File: config.mk
export PLATFORM = sky130hd
export DESIGN_NAME = neuron_argmax_collector
export DESIGN_NICKNAME = d
export VERILOG_FILES = /design/src/rtl/neuron_argmax_collector.sv
export SDC_FILE = /design/constraint.sdc
export NUM_CORES = 1
export LEC_CHECK = 0
export ABC_AREA = 0
export CORE_MARGIN = 2
export CORE_UTILIZATION = 55
export CTS_CLUSTER_SIZE = 20
export DETAILED_ROUTE_END_ITERATION = 12
export GPL_ROUTABILITY_DRIVEN = 0
export GPL_TIMING_DRIVEN = 0
export PLACE_DENSITY = 0.79
export SLEW_MARGIN = 20
export SYNTH_ARGS = -nofsm -noshare
export SYNTH_HDL_FRONTEND = slang
export SYNTH_SLANG_ARGS = --single-unit
File: constraint.sdc
create_clock -name clk -period 3.1 [get_ports clk]
set_clock_uncertainty 0.15 [all_clocks]
set_input_delay 0.62 -clock clk [delete_from_list [all_inputs] [get_ports clk]]
set_output_delay 0.62 -clock clk [all_outputs]
set_load 0.01 [all_outputs]
File: src/rtl/neuron_argmax_collector.sv
// ---------------------------------------------------------------------------
// neuron_argmax_collector
//
// Purpose:
//   This is the downstream stage of the neuron output layer. When the layer
//   pulses `finish`, the block captures the packed neuron outputs. It then
//   scans them one element per clock for the largest signed value. Ties go to
//   the lowest index. Each {index, max} result is queued in a small FIFO and
//   offered to the result consumer on a valid/ready port.
//
// Optional feature (macro ARGMAX_RELU_EN):
//   When defined, every element is clamped to 0 if it is negative, before it
//   is compared. This gives res_max >= 0, and an all-negative vector yields
//   idx=0, max=0. When undefined, the comparison is raw signed and res_max
//   may be negative.
//
// Ports:
//   clk        in   rising-edge clock
//   rst        in   asynchronous active-low reset
//   finish     in   one-cycle pulse: out_vec is valid this cycle
//   out_vec    in   N_NEURONS*DATA_W packed outputs, neuron i at [i*DATA_W +: DATA_W]
//   res_valid  out  FIFO non-empty; res_idx/res_max show the head entry
//   res_ready  in   consumer accepts the head when res_valid && res_ready
//   res_idx    out  index of the winning neuron (head entry)
//   res_max    out  value of the winning neuron (head entry)
//   busy       out  high while in SCAN or WRITE
//   overflow   out  sticky: a finish pulse arrived while busy and was dropped
//   dbg_state  out  current FSM state (0 IDLE, 1 SCAN, 2 WRITE)
//
// Handshake: an entry transfers on a rising edge where res_valid && res_ready.
//   While res_valid is high and res_ready is low, the head entry is held
//   stable. res_valid never drops without a transfer, except on reset.
// ---------------------------------------------------------------------------
module neuron_argmax_collector #(
  parameter int N_NEURONS  = 8,
  parameter int DATA_W     = 8,
  parameter int IDX_W      = 3,
  parameter int FIFO_DEPTH = 4
) (
  input  logic                          clk,
  input  logic                          rst,
  input  logic                          finish,
  input  logic [N_NEURONS*DATA_W-1:0]   out_vec,
  output logic                          res_valid,
  input  logic                          res_ready,
  output logic [IDX_W-1:0]              res_idx,
  output logic [DATA_W-1:0]             res_max,
  output logic                          busy,
  output logic                          overflow,
  output logic [1:0]                    dbg_state
);

  localparam int PTR_W = $clog2(FIFO_DEPTH);
  localparam int CNT_W = PTR_W + 1;

  typedef enum logic [1:0] {
    ST_IDLE  = 2'd0,
    ST_SCAN  = 2'd1,
    ST_WRITE = 2'd2
  } state_t;

  state_t                        r_state;
  logic [N_NEURONS*DATA_W-1:0]   r_vec;
  logic [IDX_W-1:0]              r_cnt;
  logic [IDX_W-1:0]              r_idx;
  logic [DATA_W-1:0]             r_max;
  logic                          r_overflow;

  logic [IDX_W-1:0]              r_mem_idx [FIFO_DEPTH];
  logic [DATA_W-1:0]             r_mem_max [FIFO_DEPTH];
  logic [PTR_W-1:0]              r_wr_ptr;
  logic [PTR_W-1:0]              r_rd_ptr;
  logic [CNT_W-1:0]              r_count;

  logic [N_NEURONS*DATA_W-1:0]   w_vec_in;
  logic [DATA_W-1:0]             w_elem;
  logic                          w_full;
  logic                          w_pop;
  logic                          w_push;

  // Clamp negatives to zero when ReLU is enabled; identity otherwise.
  function automatic logic [DATA_W-1:0] relu(input logic [DATA_W-1:0] v);
`ifdef ARGMAX_RELU_EN
    return v[DATA_W-1] ? '0 : v;
`else
    return v;
`endif
  endfunction

  // The clamp is applied once, at capture. The scan then only ever sees
  // values that are already clamped.
  always_comb begin
    w_vec_in = '0;
    for (int i = 0; i < N_NEURONS; i++) begin
      w_vec_in[i*DATA_W +: DATA_W] = relu(out_vec[i*DATA_W +: DATA_W]);
    end
  end

  assign w_elem = r_vec[int'(r_cnt)*DATA_W +: DATA_W];

  assign res_valid = (r_count != '0);
  assign w_full    = (r_count == CNT_W'(FIFO_DEPTH));
  assign w_pop     = res_valid && res_ready;
  // A full FIFO can still accept the result on an edge where it also pops.
  assign w_push    = (r_state == ST_WRITE) && (!w_full || w_pop);

  assign busy      = (r_state != ST_IDLE);
  assign overflow  = r_overflow;
  assign dbg_state = r_state;
  assign res_idx   = r_mem_idx[r_rd_ptr];
  assign res_max   = r_mem_max[r_rd_ptr];

  // Control FSM and scan datapath
  always_ff @(posedge clk or negedge rst) begin
    if (!rst) begin
      r_state    <= ST_IDLE;
      r_vec      <= '0;
      r_cnt      <= '0;
      r_idx      <= '0;
      r_max      <= '0;
      r_overflow <= 1'b0;
    end else begin
      // A finish pulse that arrives while busy is dropped. The scan that is
      // already in flight carries on unaffected.
      if (finish && (r_state != ST_IDLE)) begin
        r_overflow <= 1'b1;
      end
      case (r_state)
        ST_IDLE: begin
          if (finish) begin
            r_vec   <= w_vec_in;
            r_max   <= w_vec_in[DATA_W-1:0];
            r_idx   <= '0;
            r_cnt   <= IDX_W'(1);
            r_state <= ST_SCAN;
          end
        end
        ST_SCAN: begin
          // A strict greater-than keeps the earliest index on ties.
          if ($signed(w_elem) > $signed(r_max)) begin
            r_max <= w_elem;
            r_idx <= r_cnt;
          end
          r_cnt <= r_cnt + IDX_W'(1);
          if (r_cnt == IDX_W'(N_NEURONS - 1)) begin
            r_state <= ST_WRITE;
          end
        end
        ST_WRITE: begin
          if (w_push) begin
            r_state <= ST_IDLE;
          end
        end
        default: r_state <= ST_IDLE;
      endcase
    end
  end

  // Result FIFO. The head entry is driven straight from storage, with no
  // write-to-read bypass, so a pushed entry first shows up after its edge.
  always_ff @(posedge clk or negedge rst) begin
    if (!rst) begin
      r_wr_ptr <= '0;
      r_rd_ptr <= '0;
      r_count  <= '0;
      for (int i = 0; i < FIFO_DEPTH; i++) begin
        r_mem_idx[i] <= '0;
        r_mem_max[i] <= '0;
      end
    end else begin
      if (w_push) begin
        r_mem_idx[r_wr_ptr] <= r_idx;
        r_mem_max[r_wr_ptr] <= r_max;
        r_wr_ptr            <= r_wr_ptr + PTR_W'(1);
      end
      if (w_pop) begin
        r_rd_ptr <= r_rd_ptr + PTR_W'(1);
      end
      case ({w_push, w_pop})
        2'b10:   r_count <= r_count + CNT_W'(1);
        2'b01:   r_count <= r_count - CNT_W'(1);
        default: r_count <= r_count;
      endcase
    end
  end

endmodule

# == Yosys cells after proc, flatten, opt, wreduce, memory -nomap -nowiden ==
# Index checks and enable logic that the tools add are counted.
# word_totals
reg_bits,132
latch_bits,0
ramBits,0
mem_bits_ro,0
inputBits,68
output_inout_bits,16
elab_cells,79
mem_count,0
# op_classes
addsub,5
multipliers,0
div,0
n_lt_le_gt_ge,4
n_eq_ne,10
shift,1
mux,25
bitwise_logic,2
n_reduce_logical,15
# op_table
op,n
variable part select 64 x 7 -> 8 bit,1
two-way mux 8 bit,5
bitwise mux 32 bit,1
two-way mux 3 bit,6
case mux 3 bit (2 select lines),3
binary-select mux 8 bit (select 2 bit),1
demux 8 bit (select 2 bit),1
case mux 8 bit (2 select lines),1
bitwise mux 12 bit,1
> comparator 8 bit,1
"inequality test 2 bit, second input constant",4
"adder 3 x 1 -> 3 bit, second input constant",2
binary-select mux 3 bit (select 2 bit),1
demux 3 bit (select 2 bit),1
"equality test 3 bit, second input constant",2
">= comparator 3 bit, second input constant",2
two-way mux 2 bit,3
NOT 2 -> 3 bit,2
case mux 2 bit (3 select lines),1
AND reduction 3 bit,2
nonzero test 2 bit,3
"adder 2 x 1 -> 2 bit, second input constant",2
"equality test 2 x 1 -> 1 bit, second input constant",2
"equality test 2 bit, second input constant",2
8 further kinds,12

# == Depth between registers and ports, before layout ==
# depth
ltp_word,6
ltp_mapped,11
ltp_nobuf,9

# == Least setup slack after synthesis ==
# OpenSTA, ideal clock, no wires.
# synth_path
path_type,register to register
from,register r_cnt[0]
to,register r_max[0]
setup_time_ns,0.125
t_arrival_ns,2.561
required_ns,2.825
path_slack_ns,0.264
path_stages_with_launch,12
n_path_buf,2
period_less_slack_ns,2.836
path_cell_list,dfrtp_1 -> buf_4 -> buf_6 -> mux2_1 -> o22ai_1 -> a221oi_2 -> ha_1 -> nand4_1 -> o311a_1 -> o21ai_2 -> nand2_4 -> mux2_4
# synth_between
elab_chain_len,4
word_cells_on_any_way,6
cone_classes,order compare: 1; eq/ne: 1; shift: 1; mux: 2; reduce/logical: 1
# synth_rtl
item,line,rtl
start: declaration,64,logic [IDX_W-1:0] r_cnt;
start signal: assignment,144,r_cnt <= r_cnt + IDX_W'(1);
variable part select 64 x 7 -> 8 bit (*),99,assign w_elem = r_vec[int'(r_cnt)*DATA_W +: DATA_W];
> comparator 8 bit,140,if ($signed(w_elem) > $signed(r_max)) begin
inequality test 2 bit (no source line),n/a,
AND reduction 3 bit (no source line),n/a,
end signal: assignment,132,r_max <= w_vec_in[DATA_W-1:0];
end signal: assignment,141,r_max <= w_elem;
end: declaration,66,logic [DATA_W-1:0] r_max;
# Mark *: on every way between the ends. The rest lies on a longest branch, timed or not. The select of a mux whose other input is x is not followed.
# A chain may end at the register's enable or synchronous reset.

# == Worst setup path in the final report ==
# layout_path
from,register r_rd_ptr[1]
to,output res_max[6]
# layout_between
elab_chain_len,4
# layout_rtl
item,line,rtl
start: declaration,72,logic [PTR_W-1:0] r_rd_ptr;
start signal: assignment,177,r_rd_ptr <= r_rd_ptr + PTR_W'(1);
NOT 2 -> 3 bit (not written as such),111,assign res_max = r_mem_max[r_rd_ptr];
binary-select mux 8 bit (select 2 bit),111,
two-way mux 8 bit (not written as such) (2 in series),111,
end: declaration,47,"output logic [DATA_W-1:0] res_max,"
# Every way passes these cells. The select of a mux whose other input is x is not followed.

==> run summary <==
Number of failing setup endpoints in the final timing report -> 0
Post-route ant nets -> 0
Insertion delay of the later-clocked pin in the worst-skew pair -> 0.42 ns
Gr ovfl total -> 0
Fraction of final layout cells with drive strength greater than 1 -> 0.133
Buffers from clock root to sink, at most -> 2
Number of rows created at floorplan -> 38
Setup TNS Final -> 0 ns
Per-cell via count in the routed design -> 5.27
Count of input and output buffers -> 83
Placed Instance Area -> 0.00724 sq mm
Post-Synthesis Net Count -> 681
Leakage power summed over all cells -> 0.00392 uW
Die W -> 110 microns
Most frequently used flop master after synthesis -> dfrtp_1
Fin crit period -> 3.02 ns
Vert. Die Dim -> 110 microns
Vias in the first global route -> 4737
Post-route cell area -> 0.00796 sq mm
Total via count after detailed routing -> 4539
First-pass GRT wire length -> 22.6 mm
Cell taking the most area after synthesis -> dfrtp_1
Sinks on the clock net -> 132
Total placed cells including tap cells -> 821
Top-level I/O count -> 84
Element type at the critical path start -> flip-flop
Critical path arrival -> 2.25 ns
Post-detailed-route wirelength per cell -> 16.0 microns
Maximum vdd drop -> 641 uV
Mapped Cells -> 597
Total number of nets in the final design -> 792
Remaining routing DRC violations -> 0
Required time at the endpoint of the critical path -> 2.33 ns
Flip-flop and latch count after synthesis -> 132
Total number of H-tree levels -> 4
Largest net degree at the start of global routing -> 74
Most common cell in the netlist -> nand2_1
Worst Hold Class -> reg -> reg
Hold violation total from the final report -> 0
Synth top cells by count -> 235 x nand2_1, 132 x dfrtp_1, 30 x mux2i_1
Clock slew seen by the registers of the worst setup and hold paths -> 0.05 ns
All-Layer GR Usage -> 0.250
Starting density of the core -> 0.567
Filler-free cell count of the finished design -> 861
Number of maximum-capacitance violations -> 0
Element type at the critical path end -> output pin
Crit Path Category -> reg -> out
Ys async rst share -> 1.00
Register area share after synthesis -> 0.533
Worst-case headroom to the max-slew limit -> 0.557
Warnings, synthesis -> 0
Highest achievable clock rate -> 332 MHz
Netlist Area Pre-Place -> 0.00620 sq mm
Post-synth cell types -> 44
Average instance area after synthesis -> 10.4 sq um
Root Buffer Master -> clkbuf_16
Total power -> 8610 uW
Final antenna diode count -> 0
Filler cell count in the final layout -> 784
Worst-path maximum fanout -> 10
Power density over the cells -> 1080 mW/mm^2
Post-layout utilization of the core -> 0.728
Slew at the pin closest to its max-slew limit -> 0.665 ns
Clock tree from TritonCTS -> done
Wirelength, routed -> 13.7 mm
Final period utilization -> 0.973
Area share of the largest cell type after synthesis -> 0.533
Core region area -> 0.0109 sq mm
Initial antenna violation count -> 0
CTS buffer count -> 17
EDFF count, synth -> 0
Number of violations reported at the end of detailed-routing iteration 0 -> 284
Result of the run -> finished, final reports clean
Max Transition Viols Final -> 0
Area of the die -> 0.0121 sq mm
Synthesis-to-layout area growth -> 28.4%
Top cells by area in the synthesized netlist -> dfrtp_1 53%, nand2_1 14%, mux2i_1 4.8%
DP Wirelength -> 9.74 mm
First-pass iteration count of the detailed router -> 4
[where the power goes]
part | switching, uW | internal, uW | total (uW)
Sequential | 406 | 2390 | 2790
Clock | 708 | 1280 | 1990
Combinational | 1990 | 1830 | 3820
Total | 3110 | 5500 | 8610
[per-stage QoR]
step / setup slack [ns] / hold WS [ns]
floorplan: 0.264 / 0.174
finish: 0.0842 / 0.315
global placement: -3.70 / 0.289
detailed placement: -0.150 / 0.305
CTS: 0.0154 / 0.318
global route: -0.0556 / 0.334
[timing repair]
item,in CTS,in global routing
buffers inserted,2,5
endpoints found under the setup margin,12,9
hold buffers,1,0
endpoints found under the hold margin,25,0
pin swaps,1,5
resized for setup,4,5
[path summary, 6_finish.rpt]
kind                       cells past startpoint  slack [ns]                       end               startpoint
hold / removal                                 1        0.32      overflow$_DFFE_PN0P_     overflow$_DFFE_PN0P_
hold reg to reg                                1        0.32      overflow$_DFFE_PN0P_     overflow$_DFFE_PN0P_
max in group asynchronous                      3        1.54     r_vec[19]$_DFFE_PN0P_                      rst
setup / recovery                               3        0.08                res_max[6]  r_rd_ptr[1]$_DFFE_PN0P_
setup reg to reg                              11        0.09      r_max[0]$_DFFE_PN0P_     r_cnt[0]$_DFFE_PN0P_
min in group asynchronous                      2        0.58  r_mem_idx[6]$_DFFE_PN0P_                      rst
[worst max-delay path, stage by stage, from the launching register on]
cell and delay (ns):
dfrtp_1 0.39, buf_1 0.53, mux4_2 0.41, clkdlybuf4s50_1 0.50
[cell families after synthesis]
kind of cell               share of synthesized area
AOI/OAI and AO/OA                             0.0672
xor gates and xnor gates                     0.00848
adders and majority gates                     0.0335
buffers and inverters                         0.0373
DFF                                            0.533
muxes                                          0.149
and+or+nand+nor                                0.172
[layer usage]
metal,global-route usage,up-vias,routed length (microns)
met4,0.0786,0,233
met1,0.307,2207,5860
met3,0.0694,17,490
li1,-,2223,-
met2,0.428,92,7170
met5,0,-,0
[layout make-up]
type	instances	area (sq um)	area share
clock inverters	9	100	0.0126
repair buffers	92	938	0.118
plain buffers	30	181	0.0228
clock buffers	23	498	0.0626
inverters	16	60.1	0.00755
multi-input cells	419	2700	0.339
well taps	140	175	0.0220
flip-flops and latches	132	3300	0.415
[sequential cells by signal (all words and copies together), names as in the netlist, 3 cells and up]
| signal | cells |
|---|---|
| r_vec | 64 |
| r_mem_max | 32 |
| r_mem_idx | 12 |
| r_max | 8 |
| r_cnt | 3 |
| r_count | 3 |
| r_idx | 3 |
[layout by cell type, fill, tap and decap left out, types with 3 or more instances in the layout]
master	n
dfrtp_1	132
buf_8	3
nor2b_1	4
nand3_1	3
clkbuf_16	17
buf_2	10
xor2_1	3
clkbuf_1	10
mux2_2	7
ha_1	15
o22ai_1	5
a221oi_2	7
inv_1	16
xnor2_1	3
nand2_1	235
a21oi_1	3
o21ai_0	8
clkinv_2	5
buf_1	3
mux2i_1	30
nand2_4	5
clkbuf_8	5
nand2b_1	4
o22ai_2	3
o21ai_1	29
buf_4	8
mux4_2	11
clkdlybuf4s50_1	82
mux2_1	25
Note: power is estimated with default switching activity, not from simulation.
